===== src/rtl/uart_tx.sv =====
// UART transmitter: 8N1/8N2 framing fed from a small power-of-two byte FIFO.
// Frames start only while uart_tx_en is high; a frame in flight always completes.
module uart_tx #(
  parameter int unsigned BIT_RATE   = 9600,
  parameter int unsigned CLK_HZ     = 50000000,
  parameter int unsigned STOP_BITS  = 1,
  parameter int unsigned FIFO_DEPTH = 4
) (
  input  logic                          clk,
  input  logic                          rst,
  input  logic                          uart_tx_en,
  input  logic                          uart_tx_valid,
  input  logic [7:0]                    uart_tx_data,
  output logic                          uart_tx_ready,
  output logic                          uart_txd,
  output logic                          uart_tx_busy,
  output logic [$clog2(FIFO_DEPTH):0]   fifo_count
);

  localparam int unsigned CyclesPerBit = CLK_HZ / BIT_RATE;
  localparam int unsigned CntW         = (CyclesPerBit > 1) ? $clog2(CyclesPerBit) : 1;
  localparam int unsigned PtrW         = $clog2(FIFO_DEPTH);
  localparam int unsigned CountW       = PtrW + 1;

  localparam logic [CntW-1:0]   CntLast   = CntW'(CyclesPerBit - 1);
  localparam logic [CountW-1:0] CountFull = CountW'(FIFO_DEPTH);
  localparam logic              StopLast  = 1'(STOP_BITS - 1);

  typedef enum logic [1:0] {StIdle, StStart, StData, StStop} state_e;

  // FIFO storage and bookkeeping
  logic [7:0]        mem_q [FIFO_DEPTH];
  logic [PtrW-1:0]   wr_ptr_q, rd_ptr_q;
  logic [CountW-1:0] count_q, count_d;
  logic              ready_q;
  logic              push, pop;

  // Serializer state
  state_e          state_q, state_d;
  logic [CntW-1:0] cnt_q, cnt_d;
  logic [2:0]      bit_idx_q, bit_idx_d;
  logic            stop_idx_q, stop_idx_d;
  logic [7:0]      shreg_q, shreg_d;
  logic            txd_q, txd_d;
  logic            bit_end, can_start;

  // Ready is registered, so a full FIFO never accepts even when a pop happens that cycle.
  assign push = uart_tx_valid & ready_q & ~rst;

  // Occupancy next-state from push/pop
  always_comb begin
    count_d = count_q;
    if (push && !pop) begin
      count_d = count_q + CountW'(1);
    end else if (pop && !push) begin
      count_d = count_q - CountW'(1);
    end
  end

  // FIFO pointers, occupancy and ready flag
  always_ff @(posedge clk) begin
    if (rst) begin
      wr_ptr_q <= '0;
      rd_ptr_q <= '0;
      count_q  <= '0;
      ready_q  <= 1'b1;
    end else begin
      if (push) wr_ptr_q <= wr_ptr_q + PtrW'(1);
      if (pop)  rd_ptr_q <= rd_ptr_q + PtrW'(1);
      count_q <= count_d;
      ready_q <= (count_d != CountFull);
    end
  end

  // FIFO data array; contents are don't-care once the pointers are reset
  always_ff @(posedge clk) begin
    if (push) mem_q[wr_ptr_q] <= uart_tx_data;
  end

  assign bit_end   = (cnt_q == CntLast);
  assign can_start = (count_q != '0) && uart_tx_en;

  // Frame sequencing; txd_d is the line value for the cycle after the edge
  always_comb begin
    state_d    = state_q;
    cnt_d      = cnt_q;
    bit_idx_d  = bit_idx_q;
    stop_idx_d = stop_idx_q;
    shreg_d    = shreg_q;
    txd_d      = txd_q;
    pop        = 1'b0;
    unique case (state_q)
      StIdle: begin
        txd_d = 1'b1;
        if (can_start) begin
          pop     = 1'b1;
          shreg_d = mem_q[rd_ptr_q];
          state_d = StStart;
          cnt_d   = '0;
          txd_d   = 1'b0;
        end
      end
      StStart: begin
        if (bit_end) begin
          state_d   = StData;
          cnt_d     = '0;
          bit_idx_d = 3'd0;
          txd_d     = shreg_q[0];
        end else begin
          cnt_d = cnt_q + CntW'(1);
        end
      end
      StData: begin
        if (bit_end) begin
          cnt_d = '0;
          if (bit_idx_q == 3'd7) begin
            state_d    = StStop;
            stop_idx_d = 1'b0;
            txd_d      = 1'b1;
          end else begin
            bit_idx_d = bit_idx_q + 3'd1;
            txd_d     = shreg_q[bit_idx_q + 3'd1];
          end
        end else begin
          cnt_d = cnt_q + CntW'(1);
        end
      end
      StStop: begin
        if (bit_end) begin
          cnt_d = '0;
          if (stop_idx_q == StopLast) begin
            // Chain straight into the next start bit when data is waiting
            if (can_start) begin
              pop     = 1'b1;
              shreg_d = mem_q[rd_ptr_q];
              state_d = StStart;
              txd_d   = 1'b0;
            end else begin
              state_d = StIdle;
              txd_d   = 1'b1;
            end
          end else begin
            stop_idx_d = stop_idx_q + 1'b1;
          end
        end else begin
          cnt_d = cnt_q + CntW'(1);
        end
      end
      default: begin
        state_d = StIdle;
        txd_d   = 1'b1;
      end
    endcase
  end

  // Serializer registers; reset aborts any frame and forces the line high
  always_ff @(posedge clk) begin
    if (rst) begin
      state_q    <= StIdle;
      cnt_q      <= '0;
      bit_idx_q  <= 3'd0;
      stop_idx_q <= 1'b0;
      shreg_q    <= 8'h00;
      txd_q      <= 1'b1;
    end else begin
      state_q    <= state_d;
      cnt_q      <= cnt_d;
      bit_idx_q  <= bit_idx_d;
      stop_idx_q <= stop_idx_d;
      shreg_q    <= shreg_d;
      txd_q      <= txd_d;
    end
  end

  assign uart_txd      = txd_q;
  assign uart_tx_busy  = (state_q != StIdle);
  assign uart_tx_ready = ready_q;
  assign fifo_count    = count_q;

endmodule


===== config.mk =====
export PLATFORM = sky130hd
export DESIGN_NAME = uart_tx
export DESIGN_NICKNAME = d
export VERILOG_FILES = /design/src/rtl/uart_tx.sv
export SDC_FILE = /design/constraint.sdc
export NUM_CORES = 1
export LEC_CHECK = 0
export CORE_ASPECT_RATIO = 1.1
export CORE_MARGIN = 5
export CORE_UTILIZATION = 40
export CTS_BUF_LIST = sky130_fd_sc_hd__clkbuf_16
export DETAILED_ROUTE_END_ITERATION = 7
export SYNTH_ARGS = -nofsm -noshare
export SYNTH_HDL_FRONTEND = slang
export SYNTH_SLANG_ARGS = --single-unit

===== constraint.sdc =====
create_clock -name clk -period 4.6 [get_ports clk]
set_clock_uncertainty 0.05 [all_clocks]
set_input_delay 1.38 -clock clk [delete_from_list [all_inputs] [get_ports clk]]
set_output_delay 1.38 -clock clk [all_outputs]
set_load 0.05 [all_outputs]

==> qor.yml, run 1 <==
synthDistinctLibCells: 59
ys_ff_latch: 69
numCtsBuffers: 9
top_usage_layer: "met2"
die_w_um: 97.0
postSynthCellCount: 279
powerDensity_nw_per_um2: 599
finalHoldViolCount: 0
gp_congestion: 0.776
critical_path_class: "register to output pin"
worst_slew_pin_slew_ns: 0.688
fin_area_sq_um: 3890
finish.utilization_pct: 47.2
drive_gt1_share_pct: 13.6
h-tree-depth: 3
fmax_mhz: 274
fillers: 797
ios: 18
critPathLaunchType: "register"
postRouteAntennaNets: 0
synth-simple-area-share_pct: 15.9
final_nets: 324
seq_area_frac_synth_pct: 51.1
drv_slew: 0
required_ns: 3.17
core_sq_um: 8230
synth_area_leaders: "edfxtp_1, dfxtp_1, mux4_2"
slowest_stage: "clkdlybuf4s50_1"
rsz0062_at_grt: "false"
dpl.hpwl_um: 4430
period_share_pct: 79.2
vdd_drop_max_v: 0.000401
drv_cap: 0
total_power_mw: 2.33
hp-class: "register to register"
crit_fanout: 13
dieArea_sq_um: 10200
syn_avg_cell_area_sq_um: 11.9
io_buffers: 17
synthFlopType: "dfxtp_1"
synthMuxAreaShare_pct: 10.9
slew_headroom_pct: 54.0
grt_max_degree: 24
root_buffer: "clkbuf_16"
path_cells: "inv_1 > ha_1 > inv_1 > clkdlybuf4s50_1"
cp_num_buf_inv: 3
cts_sinks: 69
synth_top_family_by_area: "simple AND/OR/NAND/NOR gates"
cpMostUsedCell: "inv_1"
synth-compound-area-share_pct: 11.0
arrival_ns: 2.21
setup_slack_ns: 0.957
n_antenna_cell: 0
status: "finished, final reports clean"
yosys.area_share.adder_pct: 5.64
drtIter0Drc: 74
grt_pass1_vias: 2212
grt_use_met1_pct: 15.5
layout_min_cycle_time_ns: 3.64
cts_setup_buffers: 0
rows: 35
grt_first_pass_wirelength_um: 10400
setup_tns_ns: 0
netlist_area_sq_um: 3330
post_cts_resized: 0
yosysTopAreaCell: "edfxtp_1"
grt_util_met2_pct: 21.1
drc: 0
cp_top_family: "buffers and inverters"
vias: 2184
ys.warnings.count: 0
cts_tree: "done"
viasPerCell: 5.29
leakage_nw: 1.32
wl_per_cell_um: 14.6
synth.net_count: 306
grt_overflow: 0
setup_viol_count_final: 0
clk_latency_ns: 0.33
dr.pass1.iters: 4
synth_edf_count: 32
initial_utilization_pct: 40.4
dpl_cell_area_sq_um: 3560
holdBufCountCts: 0
routed_wl_um: 6020
die_h_um: 106
dpl_worst_slack_ns: 1.17
synth_top_cell_area_share_pct: 28.9
track_usage_pct: 12.5
syn2layout_area_growth_pct: 16.8
globalRouteMet3Util_pct: 3.38
cts.path.max_buffers: 2
cp-end-kind: "output pin"
max_stage_delay_ns: 0.84
path_clk_slew_ns: 0.06
grt_antenna_before_repair: 0
ys_async_sr_fraction_pct: 0
synth-xor-area-share_pct: 1.20
==> tightest hold or removal path, delay by kind of cell (launching register included) <==
kind             cells  cell delay [ns]
flip-flops           1             0.31
AND/OR/NAND/NOR      1             0.05
AO/OA/AOI/OAI        1             0.05
==> kinds of logic (layout without fill, tap and decap cells) <==
kind of cell	after synthesis	in the layout
compound gates	50	50
xor+xnor	3	3
fa+ha+maj	15	15
buf+inv	24	47
flops	69	69
mux	23	23
simple gates	95	95
==> cell type report <==
type	count	area (sq um)	area share, %
clock buffers	9	225	5.79
clock inverters	7	106	2.74
inverters	12	45.0	1.16
multi-input cells	186	1490	38.2
flip-flops and latches	69	1700	43.8
well taps	111	139	3.57
repair buffers	19	185	4.76
==> state kept, by name, indices dropped and copies added (netlist names), 2 cells and up, named ones only <==
signal,count
fifo_count,3
wr_ptr_q,2
cnt_q,13
bit_idx_q,3
state_q,2
rd_ptr_q,2
mem_q,32
shreg_q,8
==> cell usage in the layout, fill, tap and decap left out, types with 3 or more instances in the layout <==
cell type,count
nand3_1,9
nor4_1,3
or3_1,3
edfxtp_1,32
a311oi_1,7
nor2_1,28
dfxtp_1,37
mux2i_1,11
inv_1,12
nand2_1,15
and2_1,7
nand4_1,3
clkdlybuf4s50_1,17
clkinv_4,3
a41oi_1,3
a21oi_1,11
clkbuf_16,9
o21ai_0,6
nand3b_1,3
o31ai_1,5
nor3_1,5
mux4_2,9
a22oi_1,4
ha_1,15
==> synthesized netlist by cell type, types with 2 or more instances <==
| library cell | instances |
|---|---|
| a211o_1 | 2 |
| a21oi_1 | 11 |
| a22oi_1 | 4 |
| a311oi_1 | 7 |
| a31oi_1 | 2 |
| a41oi_1 | 3 |
| and2_1 | 7 |
| buf_4 | 2 |
| clkbuf_1 | 4 |
| clkbuf_8 | 3 |
| dfxtp_1 | 37 |
| edfxtp_1 | 32 |
| ha_1 | 15 |
| inv_1 | 12 |
| mux2_2 | 2 |
| mux2i_1 | 11 |
| mux4_2 | 9 |
| nand2_1 | 15 |
| nand3_1 | 9 |
| nand3b_1 | 3 |
| nand4_1 | 3 |
| nand4b_1 | 2 |
| nor2_1 | 28 |
| nor2b_1 | 2 |
| nor3_1 | 5 |
| nor3_2 | 2 |
| nor4_1 | 3 |
| o21ai_0 | 6 |
| o31ai_1 | 5 |
| or3_1 | 3 |
| xnor2_1 | 2 |
==> power breakdown <==
part	internal (mW)	total (mW)	switching [mW]
combinational	0.327	0.794	0.467
sequential	0.724	0.789	0.0656
clock	0.482	0.746	0.264
==> stage by stage <==
stage	hold WS (ns)	cells
2_1_floorplan	0.386	279
3_3_place_gp	0.396	397
3_5_place_dp	0.401	397
4_1_cts	0.408	413
5_1_grt	0.432	413
6_report	0.406	413
==> path summary, 6_finish.rpt <==
path	from	to	slack, ns	cells past startpoint
min reg2reg	bit_idx_q[2]$_SDFFE_PP0P_	bit_idx_q[2]$_SDFFE_PP0P_	0.41	2
max reg2reg	state_q[1]$_SDFFE_PP0P_	register	2.30	7
min	bit_idx_q[2]$_SDFFE_PP0P_	bit_idx_q[2]$_SDFFE_PP0P_	0.41	2
max	state_q[1]$_SDFFE_PP0P_	uart_tx_busy	0.96	4
==> layer usage <==
| metal | wire length, um | share of wire, % |
|---|---|---|
| met4 | 89 | 1.5 |
| met1 | 2880 | 48 |
| met2 | 2900 | 48 |
| met5 | 0 | 0 |
| met3 | 156 | 2.6 |
No activity file was read; power rests on OpenSTA's default activity.
==> run 2, diff against run 1 <==
clock period = 3 ns   (was 4.6 ns; I/O delays follow)
==> qor.yml, run 2 (same netlist as run 1, synthesis figures left out) <==
status: "finished, final reports clean"
drive_gt1_share_pct: 14.7  # +1.1 points
whs_ns: 0.412  # +0.00615 ns
dr_wl_met2_um: 3100  # +7.1%
rsz0062_at_grt: "false"
setup_viol_count_final: 0  # unchanged
n_antenna_cell: 0  # unchanged
syn2layout_area_growth_pct: 17.4
grt_first_pass_wirelength_um: 10300  # -0.79%
worst_slew_pin_slew_ns: 0.644  # -0.0443 ns
gp_congestion: 0.781  # +0.64%
vdd_drop_max_v: 0.000414  # +3.2%
critPathLaunchType: "register"
max_stage_delay_ns: 0.83  # about the same
cts_tree: "done"
cp-end-kind: "output pin"
path_clk_slew_ns: 0.06  # about the same
cts_setup_buffers: 0  # unchanged
required_ns: 2.05  # -1.12 ns
hp-class: "register to register"
holdBufCountCts: 0  # unchanged
slew_headroom_pct: 56.7  # +2.7 points
period_share_pct: 84.0
track_usage_pct: 12.7  # +0.14 points
drt-met1-wl_um: 2750  # -4.5%
setup_tns_ns: 0  # unchanged
rows: 35  # unchanged
drtIter0Drc: 65  # -12%
reg.largest.list: "mem_q: 32 flops, cnt_q: 13 flops, shreg_q: 8 flops"
multi_input_area_sq_um: 1490  # unchanged
postRouteAntennaNets: 0  # unchanged
drc: 0  # unchanged
root_buffer: "clkbuf_16"
dr.pass1.iters: 4  # unchanged
leakage_nw: 1.33  # +1.0%
route.met3.wl_um: 225  # +44%
top_layer: "met4"
fillers: 758  # -4.9%
h-tree-depth: 3  # unchanged
fmax_mhz: 397
drv_cap: 0  # unchanged
wl_per_cell_um: 14.8  # +1.7%
post_cts_resized: 0  # unchanged
seq_area_sq_um: 1700  # unchanged
dpl.hpwl_um: 4320  # -2.4%
slowest_stage: "clkdlybuf4s50_1"
core_sq_um: 8230  # unchanged
drv_slew: 0  # unchanged
grt_pass1_vias: 2143  # -3.1%
cts.path.max_buffers: 2  # unchanged
initial_utilization_pct: 40.4  # unchanged
layout_min_cycle_time_ns: 2.52
largest_reg_flops: 32  # unchanged
cts_sinks: 69  # unchanged
numCtsBuffers: 9  # unchanged
arrival_ns: 1.57  # -0.64 ns
ios: 18  # unchanged
finalHoldViolCount: 0  # unchanged
vias: 2199  # +0.69%
cp_top_family: "buffers and inverters"
routed_wl_um: 6180  # +2.6%
crit_fanout: 5  # -8
critical_path_class: "register to output pin"
grt_overflow: 0  # unchanged
io_buffers: 17  # unchanged
largest-register: "mem_q"
layout_commonest_cell: "dfxtp_1"
dpl_worst_slack_ns: 0.159  # -1.01 ns
final_nets: 328  # +1.2%
finish.utilization_pct: 47.4  # +0.23 points
die_w_um: 97.0  # unchanged
grt_max_degree: 24  # unchanged
clk_latency_ns: 0.33  # about the same
cp_num_buf_inv: 1  # -2
setup_slack_ns: 0.481  # -0.476 ns
viasPerCell: 5.27  # -0.28%
dieArea_sq_um: 10200  # unchanged
grt_antenna_before_repair: 0  # unchanged
final_cell_mix: "dfxtp_1, edfxtp_1, nor2_1"
path_cells: "clkdlybuf4s50_1"
powerDensity_nw_per_um2: 912  # +52%
die_h_um: 106  # unchanged
[run 2: cell type report]
type                            count  area share (%)
Tap cell                          111            3.56
Timing Repair Buffer               23            5.45
Multi-Input combinational cell    186            38.0
Clock inverter                      7            2.50
Sequential cell                    69            43.6
Clock buffer                        9            5.77
Inverter                           12            1.15
[run 2: per-layer routing]
metal  global-route usage, %  up-vias
met5                       0        -
met4                    4.81        0
met2                    21.0       36
met1                    15.4     1056
li1                        -     1097
met3                    3.97       10
[run 2: metrics by stage]
stage | instance area, sq um | power (mW) | cells
2_1_floorplan | 3330 | 2.20 | 279
3_3_place_gp | 3580 | 2.46 | 401
3_5_place_dp | 3580 | 2.47 | 401
4_1_cts | 3910 | 3.62 | 417
5_1_grt | 3910 | 3.79 | 417
6_report | 3910 | 3.56 | 417
[run 2: power by group]
group	internal, mW	switching, mW
Combinational	0.517	0.706
Sequential	1.11	0.107
Clock	0.731	0.394
[run 2: final timing paths]
| path | start | endpoint | slack [ns] | cells after the start |
|---|---|---|---|---|
| max | fifo_count[0]$_SDFF_PP0_ | fifo_count[0] | 0.48 | 1 |
| min | bit_idx_q[2]$_SDFFE_PP0P_ | bit_idx_q[2]$_SDFFE_PP0P_ | 0.41 | 2 |
| max reg2reg | state_q[1]$_SDFFE_PP0P_ | register | 0.71 | 7 |
| min reg2reg | bit_idx_q[2]$_SDFFE_PP0P_ | bit_idx_q[2]$_SDFFE_PP0P_ | 0.41 | 2 |
==> run 3, diff against run 2 <==
clock period = 2.3 ns   (was 3 ns; I/O delays follow)
==> qor.yml, run 3 (same netlist as run 1, synthesis figures left out) <==
setup_viol_count_final: 0  # unchanged
ios: 18  # unchanged
slowest_stage: "clkdlybuf4s50_1"
track_usage_pct: 13.1  # +0.40 points
layout_commonest_cell: "dfxtp_1"
gp_congestion: 0.771  # -1.4%
cp-end-kind: "output pin"
p_seq_share_pct: 34.1  # about the same
multi_input_area_sq_um: 1500  # +0.84%
die_w_um: 97.0  # unchanged
drv_slew: 0  # unchanged
cp_top_family: "buffers and inverters"
initial_utilization_pct: 40.4  # unchanged
combPwrFrac_pct: 40.1  # +5.8 points
cts_sinks: 69  # unchanged
leakage_nw: 1.43  # +7.6%
path_cells: "clkdlybuf4s50_1"
p_clk_share_pct: 25.7  # -5.9 points
drtIter0Drc: 110  # +69%
viasPerCell: 5.17  # -2.0%
drive_gt1_share_pct: 19.8  # +5.0 points
seq_area_sq_um: 1700  # about the same
worst_slew_pin_slew_ns: 0.623  # -0.0204 ns
drv_cap: 0  # unchanged
reg.largest.list: "mem_q: 32 flops, cnt_q: 13 flops, shreg_q: 8 flops"
drc: 0  # unchanged
crit_fanout: 5  # unchanged
io_buffers: 17  # unchanged
core_sq_um: 8230  # unchanged
root_buffer: "clkbuf_16"
h-tree-depth: 3  # unchanged
clk_latency_ns: 0.32  # about the same
top_layer: "met4"
drt-met1-wl_um: 3060  # +11%
routed_wl_um: 6350  # +2.8%
p_switching_mw: 1.62  # +34%
cp_num_buf_inv: 1  # unchanged
final_nets: 346  # +5.5%
final_cell_mix: "dfxtp_1, edfxtp_1, nor2_1"
cts.path.max_buffers: 2  # unchanged
finish.utilization_pct: 49.4  # +1.9 points
finalHoldViolCount: 0  # unchanged
p_int_mw: 3.03  # +28%
dieArea_sq_um: 10200  # unchanged
dr_wl_met2_um: 3020  # -2.8%
layout_min_cycle_time_ns: 2.25
total_power_mw: 4.65  # +30%
critPathLaunchType: "register"
slew_headroom_pct: 58.1  # +1.4 points
postRouteAntennaNets: 0  # unchanged
grt_pass1_vias: 2234  # +4.2%
p_sw_share_pct: 34.9  # +1.0 points
status: "finished, final reports clean"
grt_max_degree: 27  # +13%
largest-register: "mem_q"
n_antenna_cell: 0  # unchanged
largest_reg_flops: 32  # unchanged
fmax_mhz: 445
grt_overflow: 0  # unchanged
path_clk_slew_ns: 0.06  # about the same
dpl.hpwl_um: 4490  # +3.9%
fillers: 764  # +0.79%
route.met3.wl_um: 201  # -11%
critical_path_class: "register to output pin"
wl_per_cell_um: 14.6  # -1.5%
grt_antenna_before_repair: 0  # unchanged
syn2layout_area_growth_pct: 22.1
vdd_drop_max_v: 0.000555  # +34%
hp-class: "register to register"
max_stage_delay_ns: 0.81  # -0.02 ns
powerDensity_nw_per_um2: 1140  # +25%
cts_tree: "done"
die_h_um: 106  # unchanged
setup_slack_ns: 0.0504  # -0.430 ns
grt_first_pass_wirelength_um: 10800  # +4.1%
required_ns: 1.56  # -0.49 ns
arrival_ns: 1.51  # -0.06 ns
numCtsBuffers: 9  # unchanged
rows: 35  # unchanged
period_share_pct: 97.8
dpl_worst_slack_ns: -0.211  # -0.370 ns
dr.pass1.iters: 4  # unchanged
vias: 2247  # +2.2%
ff2ff_setup_slack_ns: 0.18  # -0.53 ns
-- run 3: timing repair --
item,4_1_cts,5_1_grt
hold buffers,0,0
setup endpoints to repair,0,3
buffers inserted,0,0
resized for setup,0,3
-- run 3: worst paths after layout --
check / from / cells after the start / end
max reg2reg: state_q[1]$_SDFFE_PP0P_ / 8 / shreg_q[7]$_SDFFE_PP0P_
min: bit_idx_q[1]$_SDFFE_PP0P_ / 2 / bit_idx_q[1]$_SDFFE_PP0P_
max: fifo_count[0]$_SDFF_PP0_ / 1 / fifo_count[0]
min reg2reg: bit_idx_q[1]$_SDFFE_PP0P_ / 2 / bit_idx_q[1]$_SDFFE_PP0P_
-- run 3: final cells by class --
type / count / area share (%)
inverter: 12 / 1.11
sequential: 69 / 41.9
clock buffer: 9 / 5.54
multi-input combinational: 186 / 36.9
tap: 111 / 3.42
timing repair buffer: 41 / 10.3
clock inverter: 7 / 0.831
-- run 3: through the flow --
| stage | setup TNS [ns] | hold WS (ns) | cells | area (sq um) |
|---|---|---|---|---|
| finish | 0 | 0.413 | 435 | 4060 |
| global route | -0.0156 | 0.443 | 435 | 4060 |
| detailed placement | -2.71 | 0.408 | 419 | 3790 |
| floorplan | 0 | 0.386 | 279 | 3330 |
| CTS | 0 | 0.415 | 435 | 4050 |
| global placement | -2.79 | 0.398 | 419 | 3790 |
-- run 3: power groups by stage --
| stage | logic (mW) | clock network (mW) | registers [mW] |
|---|---|---|---|
| detailed placement | 1.84 | 0 | 1.61 |
| floorplan | 1.21 | 0 | 1.66 |
| global route | 2.06 | 1.29 | 1.62 |
| CTS | 1.85 | 1.23 | 1.59 |
| global placement | 1.82 | 0 | 1.61 |
| finish | 1.86 | 1.20 | 1.59 |
-- run 3: routing by layer --
layer  vias to the layer above  global-route usage (%)
met1                      1080                    16.5
met4                         0                    4.21
met3                         5                    3.97
li1                       1132                       -
met2                        30                    21.4
met5                         -                       0
